<file path="src/rtl/alu_driver_if.sv">
// Bundled command, ALU-side and response signals of the ALU driver.
// The slave modport is the driver's view; master is the environment's view.
interface alu_driver_if #(
  parameter int N  = 4,
  parameter int SW = $clog2(N) + 1
);
  logic          cmd_valid;
  logic          cmd_ready;
  logic [2:0]    cmd_op;
  logic [N-1:0]  cmd_a;
  logic [N-1:0]  cmd_b;
  logic [SW-1:0] cmd_shamt;

  logic          alu_start;
  logic [2:0]    alu_op;
  logic [N-1:0]  alu_a;
  logic [N-1:0]  alu_b;
  logic [N-1:0]  alu_y;
  logic [N-1:0]  alu_y_ext;
  logic          alu_ovf;

  logic          rsp_valid;
  logic          rsp_ready;
  logic [2:0]    rsp_op;
  logic [N-1:0]  rsp_y;
  logic [N-1:0]  rsp_y_ext;
  logic          rsp_ovf;

  logic          busy;
  logic [7:0]    ops_done;

  modport slave (
    input  cmd_valid, cmd_op, cmd_a, cmd_b, cmd_shamt,
    input  alu_y, alu_y_ext, alu_ovf,
    input  rsp_ready,
    output cmd_ready, alu_start, alu_op, alu_a, alu_b,
    output rsp_valid, rsp_op, rsp_y, rsp_y_ext, rsp_ovf,
    output busy, ops_done
  );

  modport master (
    output cmd_valid, cmd_op, cmd_a, cmd_b, cmd_shamt,
    output alu_y, alu_y_ext, alu_ovf,
    output rsp_ready,
    input  cmd_ready, alu_start, alu_op, alu_a, alu_b,
    input  rsp_valid, rsp_op, rsp_y, rsp_y_ext, rsp_ovf,
    input  busy, ops_done
  );
endinterface

</file>
<file path="src/rtl/alu_driver.sv">
// Sequences one command at a time through a multi-cycle ALU: latch operands,
// pulse start, wait W cycles, capture the result and hold it until consumed.
module alu_driver #(
  parameter int N  = 4,
  parameter int SW = $clog2(N) + 1
) (
  input  logic        clk,
  input  logic        rst_n,
  alu_driver_if.slave bus
);
  localparam int CW = $clog2(N + 1);

  typedef enum logic [1:0] {IDLE = 2'd0, START = 2'd1, RUN = 2'd2, DONE = 2'd3} state_t;

  state_t        r_state;
  state_t        w_next;
  logic [CW-1:0] r_count;
  logic [CW-1:0] w_wait;
  logic [SW-1:0] w_shamt;
  logic [2:0]    r_aluOp;
  logic [N-1:0]  r_aluA;
  logic [N-1:0]  r_aluB;
  logic [2:0]    r_rspOp;
  logic [N-1:0]  r_rspY;
  logic [N-1:0]  r_rspYExt;
  logic          r_rspOvf;
  logic [7:0]    r_opsDone;
  logic          w_cmdFire;
  logic          w_rspFire;
  logic          w_lastRun;
  logic          w_isShift;

  assign w_shamt   = bus.cmd_shamt;
  assign w_isShift = (bus.cmd_op == 3'b101) || (bus.cmd_op == 3'b110);
  assign w_cmdFire = (r_state == IDLE) && bus.cmd_valid;
  assign w_rspFire = (r_state == DONE) && bus.rsp_ready;
  assign w_lastRun = (r_state == RUN) && (r_count == CW'(1));

  // Shifts run one ALU cycle per bit, so their wait is the clamped shift amount.
  always_comb begin
    w_wait = CW'(N);
    if (w_isShift) begin
      if (w_shamt == '0) begin
        w_wait = CW'(1);
      end else if (int'(w_shamt) < N) begin
        w_wait = CW'(w_shamt);
      end
    end
  end

  always_ff @(posedge clk or negedge rst_n) begin
    if (!rst_n) begin
      r_state <= IDLE;
    end else begin
      r_state <= w_next;
    end
  end

  // cmd_ready is gated by rst_n so nothing is offered while reset is held.
  always_comb begin
    w_next        = r_state;
    bus.cmd_ready = 1'b0;
    bus.alu_start = 1'b0;
    bus.rsp_valid = 1'b0;
    bus.busy      = 1'b1;
    case (r_state)
      IDLE: begin
        bus.busy      = 1'b0;
        bus.cmd_ready = rst_n;
        if (bus.cmd_valid) begin
          w_next = START;
        end
      end
      START: begin
        bus.alu_start = 1'b1;
        w_next        = RUN;
      end
      RUN: begin
        if (r_count == CW'(1)) begin
          w_next = DONE;
        end
      end
      DONE: begin
        bus.rsp_valid = 1'b1;
        if (bus.rsp_ready) begin
          w_next = IDLE;
        end
      end
      default: w_next = IDLE;
    endcase
  end

  always_ff @(posedge clk or negedge rst_n) begin
    if (!rst_n) begin
      r_count   <= '0;
      r_aluOp   <= '0;
      r_aluA    <= '0;
      r_aluB    <= '0;
      r_rspOp   <= '0;
      r_rspY    <= '0;
      r_rspYExt <= '0;
      r_rspOvf  <= 1'b0;
      r_opsDone <= '0;
    end else begin
      if (w_cmdFire) begin
        r_aluOp <= bus.cmd_op;
        r_aluA  <= bus.cmd_a;
        r_aluB  <= bus.cmd_b;
        r_count <= w_wait;
      end else if (r_state == RUN) begin
        r_count <= r_count - CW'(1);
        if (w_lastRun) begin
          r_rspOp   <= r_aluOp;
          r_rspY    <= bus.alu_y;
          r_rspYExt <= bus.alu_y_ext;
          r_rspOvf  <= bus.alu_ovf;
        end
      end
      if (w_rspFire) begin
        r_opsDone <= r_opsDone + 8'd1;
      end
    end
  end

  assign bus.alu_op    = r_aluOp;
  assign bus.alu_a     = r_aluA;
  assign bus.alu_b     = r_aluB;
  assign bus.rsp_op    = r_rspOp;
  assign bus.rsp_y     = r_rspY;
  assign bus.rsp_y_ext = r_rspYExt;
  assign bus.rsp_ovf   = r_rspOvf;
  assign bus.ops_done  = r_opsDone;
endmodule

</file>
<file path="src/flat_wrapper.sv">
// flat-port wrapper written by rule: the top's interface ports become plain ports
module alu_driver_flat 
#(
  parameter int N  = 4,
  parameter int SW = $clog2(N) + 1
)
  (clk, rst_n, bus_cmd_valid, bus_cmd_op, bus_cmd_a, bus_cmd_b, bus_cmd_shamt, bus_alu_y, bus_alu_y_ext, bus_alu_ovf, bus_rsp_ready, bus_cmd_ready, bus_alu_start, bus_alu_op, bus_alu_a, bus_alu_b, bus_rsp_valid, bus_rsp_op, bus_rsp_y, bus_rsp_y_ext, bus_rsp_ovf, bus_busy, bus_ops_done);
  alu_driver_if #(.N(N), .SW(SW)) bus_i ();
  input  logic clk;
  input  logic rst_n;
  input wire logic [$bits(bus_i.cmd_valid)-1:0] bus_cmd_valid;
  input wire logic [$bits(bus_i.cmd_op)-1:0] bus_cmd_op;
  input wire logic [$bits(bus_i.cmd_a)-1:0] bus_cmd_a;
  input wire logic [$bits(bus_i.cmd_b)-1:0] bus_cmd_b;
  input wire logic [$bits(bus_i.cmd_shamt)-1:0] bus_cmd_shamt;
  input wire logic [$bits(bus_i.alu_y)-1:0] bus_alu_y;
  input wire logic [$bits(bus_i.alu_y_ext)-1:0] bus_alu_y_ext;
  input wire logic [$bits(bus_i.alu_ovf)-1:0] bus_alu_ovf;
  input wire logic [$bits(bus_i.rsp_ready)-1:0] bus_rsp_ready;
  output wire logic [$bits(bus_i.cmd_ready)-1:0] bus_cmd_ready;
  output wire logic [$bits(bus_i.alu_start)-1:0] bus_alu_start;
  output wire logic [$bits(bus_i.alu_op)-1:0] bus_alu_op;
  output wire logic [$bits(bus_i.alu_a)-1:0] bus_alu_a;
  output wire logic [$bits(bus_i.alu_b)-1:0] bus_alu_b;
  output wire logic [$bits(bus_i.rsp_valid)-1:0] bus_rsp_valid;
  output wire logic [$bits(bus_i.rsp_op)-1:0] bus_rsp_op;
  output wire logic [$bits(bus_i.rsp_y)-1:0] bus_rsp_y;
  output wire logic [$bits(bus_i.rsp_y_ext)-1:0] bus_rsp_y_ext;
  output wire logic [$bits(bus_i.rsp_ovf)-1:0] bus_rsp_ovf;
  output wire logic [$bits(bus_i.busy)-1:0] bus_busy;
  output wire logic [$bits(bus_i.ops_done)-1:0] bus_ops_done;
  assign bus_i.cmd_valid = bus_cmd_valid;
  assign bus_i.cmd_op = bus_cmd_op;
  assign bus_i.cmd_a = bus_cmd_a;
  assign bus_i.cmd_b = bus_cmd_b;
  assign bus_i.cmd_shamt = bus_cmd_shamt;
  assign bus_i.alu_y = bus_alu_y;
  assign bus_i.alu_y_ext = bus_alu_y_ext;
  assign bus_i.alu_ovf = bus_alu_ovf;
  assign bus_i.rsp_ready = bus_rsp_ready;
  assign bus_cmd_ready = bus_i.cmd_ready;
  assign bus_alu_start = bus_i.alu_start;
  assign bus_alu_op = bus_i.alu_op;
  assign bus_alu_a = bus_i.alu_a;
  assign bus_alu_b = bus_i.alu_b;
  assign bus_rsp_valid = bus_i.rsp_valid;
  assign bus_rsp_op = bus_i.rsp_op;
  assign bus_rsp_y = bus_i.rsp_y;
  assign bus_rsp_y_ext = bus_i.rsp_y_ext;
  assign bus_rsp_ovf = bus_i.rsp_ovf;
  assign bus_busy = bus_i.busy;
  assign bus_ops_done = bus_i.ops_done;
  alu_driver #(.N(N), .SW(SW)) u_core (.clk(clk), .rst_n(rst_n), .bus(bus_i));
endmodule
</file>
<file path="config.mk">
export PLATFORM = sky130hd
export DESIGN_NAME = alu_driver_flat
export DESIGN_NICKNAME = d
export VERILOG_FILES = /design/src/rtl/alu_driver_if.sv /design/src/rtl/alu_driver.sv /design/src/flat_wrapper.sv
export SDC_FILE = /design/constraint.sdc
export NUM_CORES = 1
export LEC_CHECK = 0
export BUFFER_PORTS_ARGS = -buffer_cell sky130_fd_sc_hd__clkbuf_2
export CAP_MARGIN = 20
export CORE_ASPECT_RATIO = 0.6
export CORE_MARGIN = 2
export CORE_UTILIZATION = 43
export DETAILED_ROUTE_END_ITERATION = 10
export PLACE_DENSITY = 0.75
export RECOVER_POWER = 25
export SKIP_LAST_GASP = 1
export SLEW_MARGIN = 20
export SYNTH_ARGS = -nofsm -noshare
export SYNTH_HDL_FRONTEND = slang
export SYNTH_SLANG_ARGS = --single-unit
</file>
<file path="constraint.sdc">
create_clock -name clk -period 1.71 [get_ports clk]
set_input_delay 0.171 -clock clk [delete_from_list [all_inputs] [get_ports clk]]
set_output_delay 0.171 -clock clk [all_outputs]
set_load 0.01 [all_outputs]
</file>
### Yosys cells after proc, flatten, opt, wreduce, memory -nomap -nowiden

Cells that the tools add are included.
Widths: inputs -> output; s select.

* register bits after elaboration: 36
* input bits: 27
* output and inout bits: 35
* logic and storage cells: 45

* add/sub/neg operators: 2
* magnitude comparators: 1
* eq/ne operators: 9
* multiplexer cells: 13
* bitwise logic cells: 1
* reduce and logical (&&, ||, !) cells: 9

Operators by type and width (count)
* $mux 3: 5
* $add 8x1->8 const B: 1
* $pmux 2 s4: 1
* $eq 3x3->1 const B: 2
* $mux 2: 3
* $reduce_and 3->1: 2
* $eq 2x2->1 const B: 2
* $mux 1: 4
* $ne 2x2->1 const B: 2
* $eq 3x1->1 const B: 1
* $logic_and 1x1->1: 3
* $logic_not 3->1: 1
* $lt 3x3->1 const B: 1
* $sub 3x1->3 const B: 1
* $eq 2x1->1 const B: 1
* $logic_not 2->1: 1
* $ne 2x1->1 const B: 1
* $reduce_bool 2->1: 1
* $logic_or 1x1->1: 1
* $not 1->1: 1

### Logic depth before layout (Yosys ltp)

Gate-level depths: netlist (run 1).

* word-level depth: 5
* depth in mapped cells: 6
* mapped depth without buffers: 5

### Worst setup path before layout (run 1)

No wires, ideal clock.

* path kind: reg-to-reg
* from: register u_core.r_state[0]
* to: register u_core.r_state[1]
* setup time: 0.127 ns
* data arrival time: 1.474 ns
* required time: 1.583 ns
* setup slack: 0.108 ns
* cell stages (with the launch flop): 6
* buffers on the path: 1
* period minus slack after synthesis: 1.602 ns
* path through: dfrtp_1 -> inv_1 -> ha_1 -> buf_6 -> a222oi_1 -> mux2_1

* cells in the longest elaborated chain, start to end: 3
* elaborated cells on any way between the ends: 9
* those cells by class: 6 x eq/ne; 1 x mux; 2 x reduce/logical

Ends and longest elaborated chain
* start: declaration: line alu_driver.sv:15 `state_t r_state;`
* start signal: assignment: line alu_driver.sv:55 `r_state <= w_next;`
* $eq 2x2->1 / $logic_not 2->1 (equally long branches): line alu_driver.sv:66 `case (r_state)`
* $ne 2x1->1 (no line) / $ne 2x2->1 (equally long branches)
* $reduce_and 3->1 (no line)

Parallel ways exist; a longest one is shown, timed or not.
A chain may end at the register's enable or synchronous reset.

### Final worst setup path (run 1)

Same ends and word-level chain as after synthesis.

==> impl_results.md, run 1 <==
* Final instance area at 0.00209 mm2
* Cell Rows at 17
* Fmax at ~600 MHz
* Worst slack, placed at 0.00712 ns
* Post-Synth Adder-Cell Area at approximately 6.3%
* Worst path cell trace: inv_1, ha_1, a222oi_1, mux2_1
* Endpoint type of the worst setup path: flop
* Seq/Total Area, Yosys at 56.4%
* Largest net degree at the start of global routing at 37
* Placer congestion estimate at approximately 0.86
* Slew headroom at 41.6%
* Die width at roughly 83 um
* Share of the synthesized area in the top cell type at between 50% and 60%
* Vias in the first global route at about 1200
* Clock skew at about 0.0039 ns
* PwrDens at roughly 1800 mW/mm2
* Worst Path Required at 1.88 ns
* Hold Path Class: in2reg
* Area contributors post-synth: dfrtp_1, mux2_2, ha_1, xnor2_1, xor2_1
* CP Max Fanout at 4
* Simple-gate share of the synthesized area at 6.90%
* Final critical-path required period at 1.66 ns
* Syn Inst Count at 116
* Initial Util at 44.2%
* Clk_lat worst skew at approximately 0.28 ns
* Worst EP arrival at ~1.8 ns
* Slowest stage delay, CP at approximately 0.44 ns
* # IOs at 62
* GRT Total Usage at between 15 and 20%
* Post-Synth XOR/XNOR Area at under 10%
* Top delay family on crit path: compound AO/OA/AOI/OAI gates
* Setup Crit Path Kind: reg2reg
* N_diodes at 0
* Slew of the pin with the lowest slew margin at approximately 0.9 ns
* Final Hold Viols at 0
* CTS tree: yes
* FF-to-FF setup slack at about 0.046 ns
* Mapped Area at 0.00160 mm2
* NumNets Final at approximately 220
* Dpl hpwl at roughly 2500 um
* Detailed Routing Iterations Pass 1 at 4
* Area Overhead vs Synth at 30.8%
* CTS Buf Count at 5
* Post-Place Cell Area at ~0.0020 mm2
* Post-synth cell types at 26
* Clk root buf: clkbuf_8
* Final Worst Setup Slack at between 0.04 and 0.05 ns
* Most used DFF post-synth: dfrtp_1
* Initial drt markers at 84
* Syn_area_per_cell at roughly 14 um2
* Max Root-Sink Buffers at 2
* Leakage power at around 0.0011 uW
* Vias at about 1100
* Max-slew violations at 0
* Mux share of post-synthesis cell area at approximately a fifth
* Final setup fails at 0
* Share of layout cells above drive strength 1 at 54.5%
* CTS sink cnt at 36
* Number of flops mapped to enable cells by yosys at 0
* Via density at 4.86
* Post-Syn Nets at 151
* Antenna violations before repair at 0
* Max-cap violations at 0
* Critical-path top delay cell: a222oi_1
* Die area at around 0.0042 mm2
* Status: finished, final reports clean
* WL per Instance at approximately 15 um
* Peak supply drop at 0.907 mV
* Synth Area in Compound Gates at between 2 and 3%
* Buf/Inv on CP at 1
* Combinational family with the most area after synthesis: multiplexers
* Async set-reset flop share out of synthesis at 100%
* Global-route wire length before repair at around 5600 um
* Crit share post-route at a little over nine tenths
* Residual DRC count at 0
* Overall die height at 51.2 um
* Final ANT Viol Nets at 0
* GRT Residual Overflow at 0
* Core Region at 0.00362 mm2
* Yosys reg bits at 36
* Final wirelength at between 3000 and 4000 um
* Critical path launch point type: flop
* Port bufs at just over 60
* CTS H-tree depth at 2
* Worst-path clk slew at 0.07 ns
* Yosys Warn Count at 0
* Final TNS setup at 0 ns
* Largest area contributor in the netlist: dfrtp_1
==> routing by layer <==
metal / track usage [%] / vias up / share of wire [%] / wire [um]
met5: 0 / - / 0 / 0
met4: 9.02 / 0 / 2.4 / 83
met3: 4.59 / 9 / 5.0 / 175
met2: 28.4 / 26 / 51 / 1790
met1: 23.2 / 573 / 41 / 1450
li1: - / 540 / - / -
==> report_power, final <==
group	switching (uW)	internal, uW	leakage, uW	total (uW)
clock network	291	321	0.0000510	612
registers	268	1250	0.000437	1510
logic	776	865	0.000586	1640
total	1330	2430	0.00107	3770
==> cells in the mapped netlist, types with 2 or more instances <==
| master | number |
|---|---|
| and2_1 | 2 |
| and3_1 | 2 |
| buf_2 | 3 |
| dfrtp_1 | 36 |
| ha_1 | 8 |
| inv_1 | 7 |
| mux2_2 | 25 |
| nand2_1 | 4 |
| nand3b_1 | 2 |
| nand4_1 | 3 |
| xnor2_1 | 6 |
| xor2_1 | 4 |
==> cell families after synthesis <==
family / count (synthesis)
and+or+nand+nor: 19
AOI/OAI and AO/OA: 5
muxes: 27
xor gates and xnor gates: 10
DFF: 36
adders and majority gates: 8
buffers and inverters: 11
==> worst paths after layout <==
check / from / endpoint / depth (start not counted)
worst max-delay path: u_core.r_state[0] / u_core.r_state[1] / 4
worst min-delay path: bus_alu_y[3] / u_core.bus.rsp_y[3] / 2
worst max register to register: u_core.r_state[0] / u_core.r_state[1] / 4
worst min register to register: u_core.bus.ops_done[7] / u_core.bus.ops_done[7] / 1
max in group asynchronous: rst_n / u_core.bus.alu_a[0] / 3
min in group asynchronous: rst_n / u_core.bus.rsp_y[3] / 3
==> cell usage in the layout (no fill, tap or decap), types with 2 or more instances in the layout <==
| master | netlist | routed |
|---|---|---|
| nand4_1 | 3 | 3 |
| and2_1 | 2 | 2 |
| nand3b_1 | 2 | 2 |
| ha_1 | 8 | 7 |
| mux2_2 | 25 | 25 |
| clkbuf_8 | 0 | 6 |
| and3_1 | 2 | 2 |
| xnor2_1 | 6 | 6 |
| buf_4 | 0 | 6 |
| inv_1 | 7 | 6 |
| clkinv_2 | 0 | 2 |
| clkbuf_2 | 0 | 61 |
| dfrtp_1 | 36 | 36 |
| nand2_1 | 4 | 4 |
| xor2_1 | 4 | 4 |
==> state kept, by name (all words and copies together) (netlist names) <==
name	flops
u_core.bus.alu_a	4
u_core.bus.alu_b	4
u_core.bus.alu_op	3
u_core.bus.ops_done	8
u_core.bus.rsp_op	3
u_core.bus.rsp_ovf	1
u_core.bus.rsp_y	4
u_core.bus.rsp_y_ext	4
u_core.r_count	3
u_core.r_state	2
==> cell type report <==
class / count / area [um2]
clock inverters: 2 / 10.0
multi-input cells: 69 / 646
inverters: 7 / 26.3
well taps: 47 / 58.8
flip-flops and latches: 36 / 901
fillers: 313 / 1530
clock buffers: 6 / 82.6
repair buffers: 69 / 364
==> what timing repair did <==
item                       CTS  global route
buffers inserted             0             3
gates resized for setup      0             2
setup endpoints to repair    0             2
hold endpoints to repair    36             0
hold buffers                 1             0
==> metrics by stage <==
step,hold slack (ns),std cells,utilization [%],total power (uW)
global placement,0.278,224,54.3,2980
CTS,0.109,233,57.2,3740
finish,0.112,236,57.8,3770
floorplan,-0.125,116,-,2480
detailed placement,0.283,224,54.3,3110
global route,0.108,236,57.8,4060
No activity file was read; power rests on OpenSTA's default activity.
==> inputs of run 2 (changes only) <==
CORE_MARGIN = 8   (was 2)
CORE_UTILIZATION = 45   (was 43)
SKIP_LAST_GASP = not set   (was 1)
clock period = 1.8 ns   (was 1.71 ns; I/O delays follow)
==> run 2 against run 1 <==
Compared with the run above: maximum frequency fell by 1.5%; worst setup slack improved by 0.065 ns; design area fell by 2.2%; flip-flop and latch count did not move; critical path depth did not move; register-to-register slack improved by 0.07 ns; hold slack improved by 0.015 ns; cell count fell by 3.0%; combinational power fell by 9%; largest power group unchanged.
==> impl_results.md, run 2 (same netlist as run 1, synthesis figures left out) <==
* Residual DRC count at 0 (unchanged)
* Core Region at 0.00332 mm2 (-8.1%)
* Overall die height at 62.1 um (+21%)
* Fmax at 592 MHz (-1.5%)
* Die width at 92.9 um (+12%)
* Critical Path Stages at 4 (unchanged)
* FILL cells at 281 (-10%)
* Slew of the pin with the lowest slew margin at 0.868 ns (-0.00794 ns)
* # IOs at 62 (unchanged)
* Commonest non-fill, non-tap cells in the layout: clkbuf_2, dfrtp_1, mux2_2
* CP Max Fanout at 6 (+2)
* Die area at 0.00577 mm2 (+36%)
* Area Overhead vs Synth at 27.9%
* Leakage power at 0.00105 uW (-2.4%)
* Clk_lat worst skew at 0.28 ns (about the same)
* Status: finished, final reports clean
* CTS tree: yes
* Max-cap violations at 0 (unchanged)
* WL per Instance at 15.4 um (+4.0%)
* Final Worst Setup Slack at 0.111 ns (+0.0651 ns)
* Worst-path clk slew at 0.07 ns (about the same)
* Cell Rows at 16 (-1)
* GRT Residual Overflow at 0 (unchanged)
* Final critical-path required period at 1.69 ns (+0.0249 ns)
* N_diodes at 0 (unchanged)
* Final Hold Viols at 0 (unchanged)
* PwrDens at 1680 mW/mm2 (-6.8%)
* Final wirelength at 3530 um (+0.89%)
* Worst Hold Depth at 2 (unchanged)
* Antenna violations before repair at 0 (unchanged)
* Initial drt markers at 38 (-55%)
* Peak supply drop at 0.809 mV (-11%)
* Vias at 1097 (-4.4%)
* Vias in the first global route at 1244 (+6.3%)
* Worst slack, placed at 0.0747 ns (+0.0676 ns)
* Final TNS setup at 0 ns (unchanged)
* Top delay family on crit path: compound AO/OA/AOI/OAI gates
* Hold Path Class: in2reg
* Initial Util at 48.0% (+3.9 points)
* Dpl hpwl at 2780 um (+9.0%)
* Port bufs at 61 (unchanged)
* Crit share post-route at 93.8% (-3.5 points)
* Final setup fails at 0 (unchanged)
* CTS Buf Count at 5 (unchanged)
* Max FFs per register at 8 (unchanged)
* Slew headroom at 42.1% (+0.53 points)
* Clk root buf: clkbuf_8
* Unrepaired setup endpoints after global routing: no
* Worst EP arrival at 1.85 ns (+0.02 ns)
* Worst path cell trace: inv_1, ha_1, a222oi_1, mux2_1
* Cells on worst reg2reg path at 4 (unchanged)
* Max Root-Sink Buffers at 2 (unchanged)
* CTS H-tree depth at 2 (unchanged)
* Global-route wire length before repair at 6000 um (+8.0%)
* Max-slew violations at 0 (unchanged)
* Endpoint type of the worst setup path: flop
* Largest net degree at the start of global routing at 37 (unchanged)
* CTS sink cnt at 36 (unchanged)
* Via density at 4.79 (-1.5%)
* NumNets Final at 219 (-1.8%)
* Critical-path top delay cell: a222oi_1
* Placed cell count at 220 (-1.8%)
* Setup Crit Path Kind: reg2reg
* Slowest stage delay, CP at 0.46 ns (+0.02 ns)
* Post-route insts no fill at 229 (-3.0%)
* Clock skew at 0.0115 ns (+0.00761 ns)
* Critical path launch point type: flop
* Worst Path Required at 1.97 ns (+0.09 ns)
* Share of layout cells above drive strength 1 at 52.7% (-1.8 points)
* Detailed Routing Iterations Pass 1 at 4 (unchanged)
* GRT Total Usage at 13.0% (-5.1 points)
* Final ANT Viol Nets at 0 (unchanged)
* Buf/Inv on CP at 1 (unchanged)
* Most common cell after layout, fill and taps aside: clkbuf_2
* Placer congestion estimate at 0.789 (-8.1%)
[run 2: what timing repair did]
item	CTS	global route
gates resized for setup	0	1
setup buffers	0	1
endpoints found under the hold margin	36	0
setup endpoints to repair	0	1
hold buffers	1	0
[run 2: worst paths after layout]
path | slack [ns] | end | from
max | 0.11 | u_core.r_state[1] | u_core.r_state[1]
min | 0.13 | u_core.bus.rsp_y[2] | bus_alu_y[2]
max reg2reg | 0.11 | u_core.r_state[1] | u_core.r_state[1]
min reg2reg | 0.48 | u_core.bus.ops_done[7] | u_core.bus.ops_done[7]
max in group asynchronous | 0.55 | u_core.bus.ops_done[5] | rst_n
min in group asynchronous | 0.70 | u_core.bus.alu_b[2] | rst_n
[run 2: area by class of cell]
| type | instances | area [um2] | share of cell area (%) |
|---|---|---|---|
| Timing Repair Buffer | 65 | 335 | 16.4 |
| Inverter | 7 | 26.3 | 1.29 |
| Multi-Input combinational cell | 69 | 646 | 31.6 |
| Sequential cell | 36 | 901 | 44.1 |
| Clock buffer | 6 | 72.6 | 3.55 |
| Tap cell | 45 | 56.3 | 2.76 |
| Clock inverter | 1 | 5.00 | 0.245 |
[run 2: worst register-to-register path, stage by stage, from the launching register on]
cell	delay, ns
dfrtp_1	0.40
inv_1	0.10
ha_1	0.26
a222oi_1	0.46
mux2_1	0.36
[run 2: through the flow]
| step | hold slack, ns | util, % | power (uW) | instance area [um2] |
|---|---|---|---|---|
| final | 0.127 | 61.4 | 3430 | 2040 |
| after CTS | 0.123 | 61.2 | 3470 | 2030 |
| after detailed placement | 0.261 | 58.6 | 2940 | 1950 |
| after global routing | 0.119 | 61.4 | 3700 | 2040 |
| after floorplan | -0.116 | - | 2350 | 1600 |
| after global placement | 0.253 | 58.6 | 2840 | 1950 |
[run 2: layer usage]
| metal | vias up | part of all wire (%) | GRT usage (%) |
|---|---|---|---|
| met5 | - | 0 | 0 |
| met4 | 0 | 0.79 | 4.19 |
| met3 | 2 | 4.0 | 4.08 |
| met2 | 24 | 53 | 23.5 |
| met1 | 541 | 42 | 13.9 |
| li1 | 530 | - | - |
[run 2: where the power goes]
group	leakage, uW	total (uW)	switching (uW)	internal, uW
Sequential	0.000437	1410	230	1180
Clock	0.0000410	518	255	263
Combinational	0.000570	1500	736	765
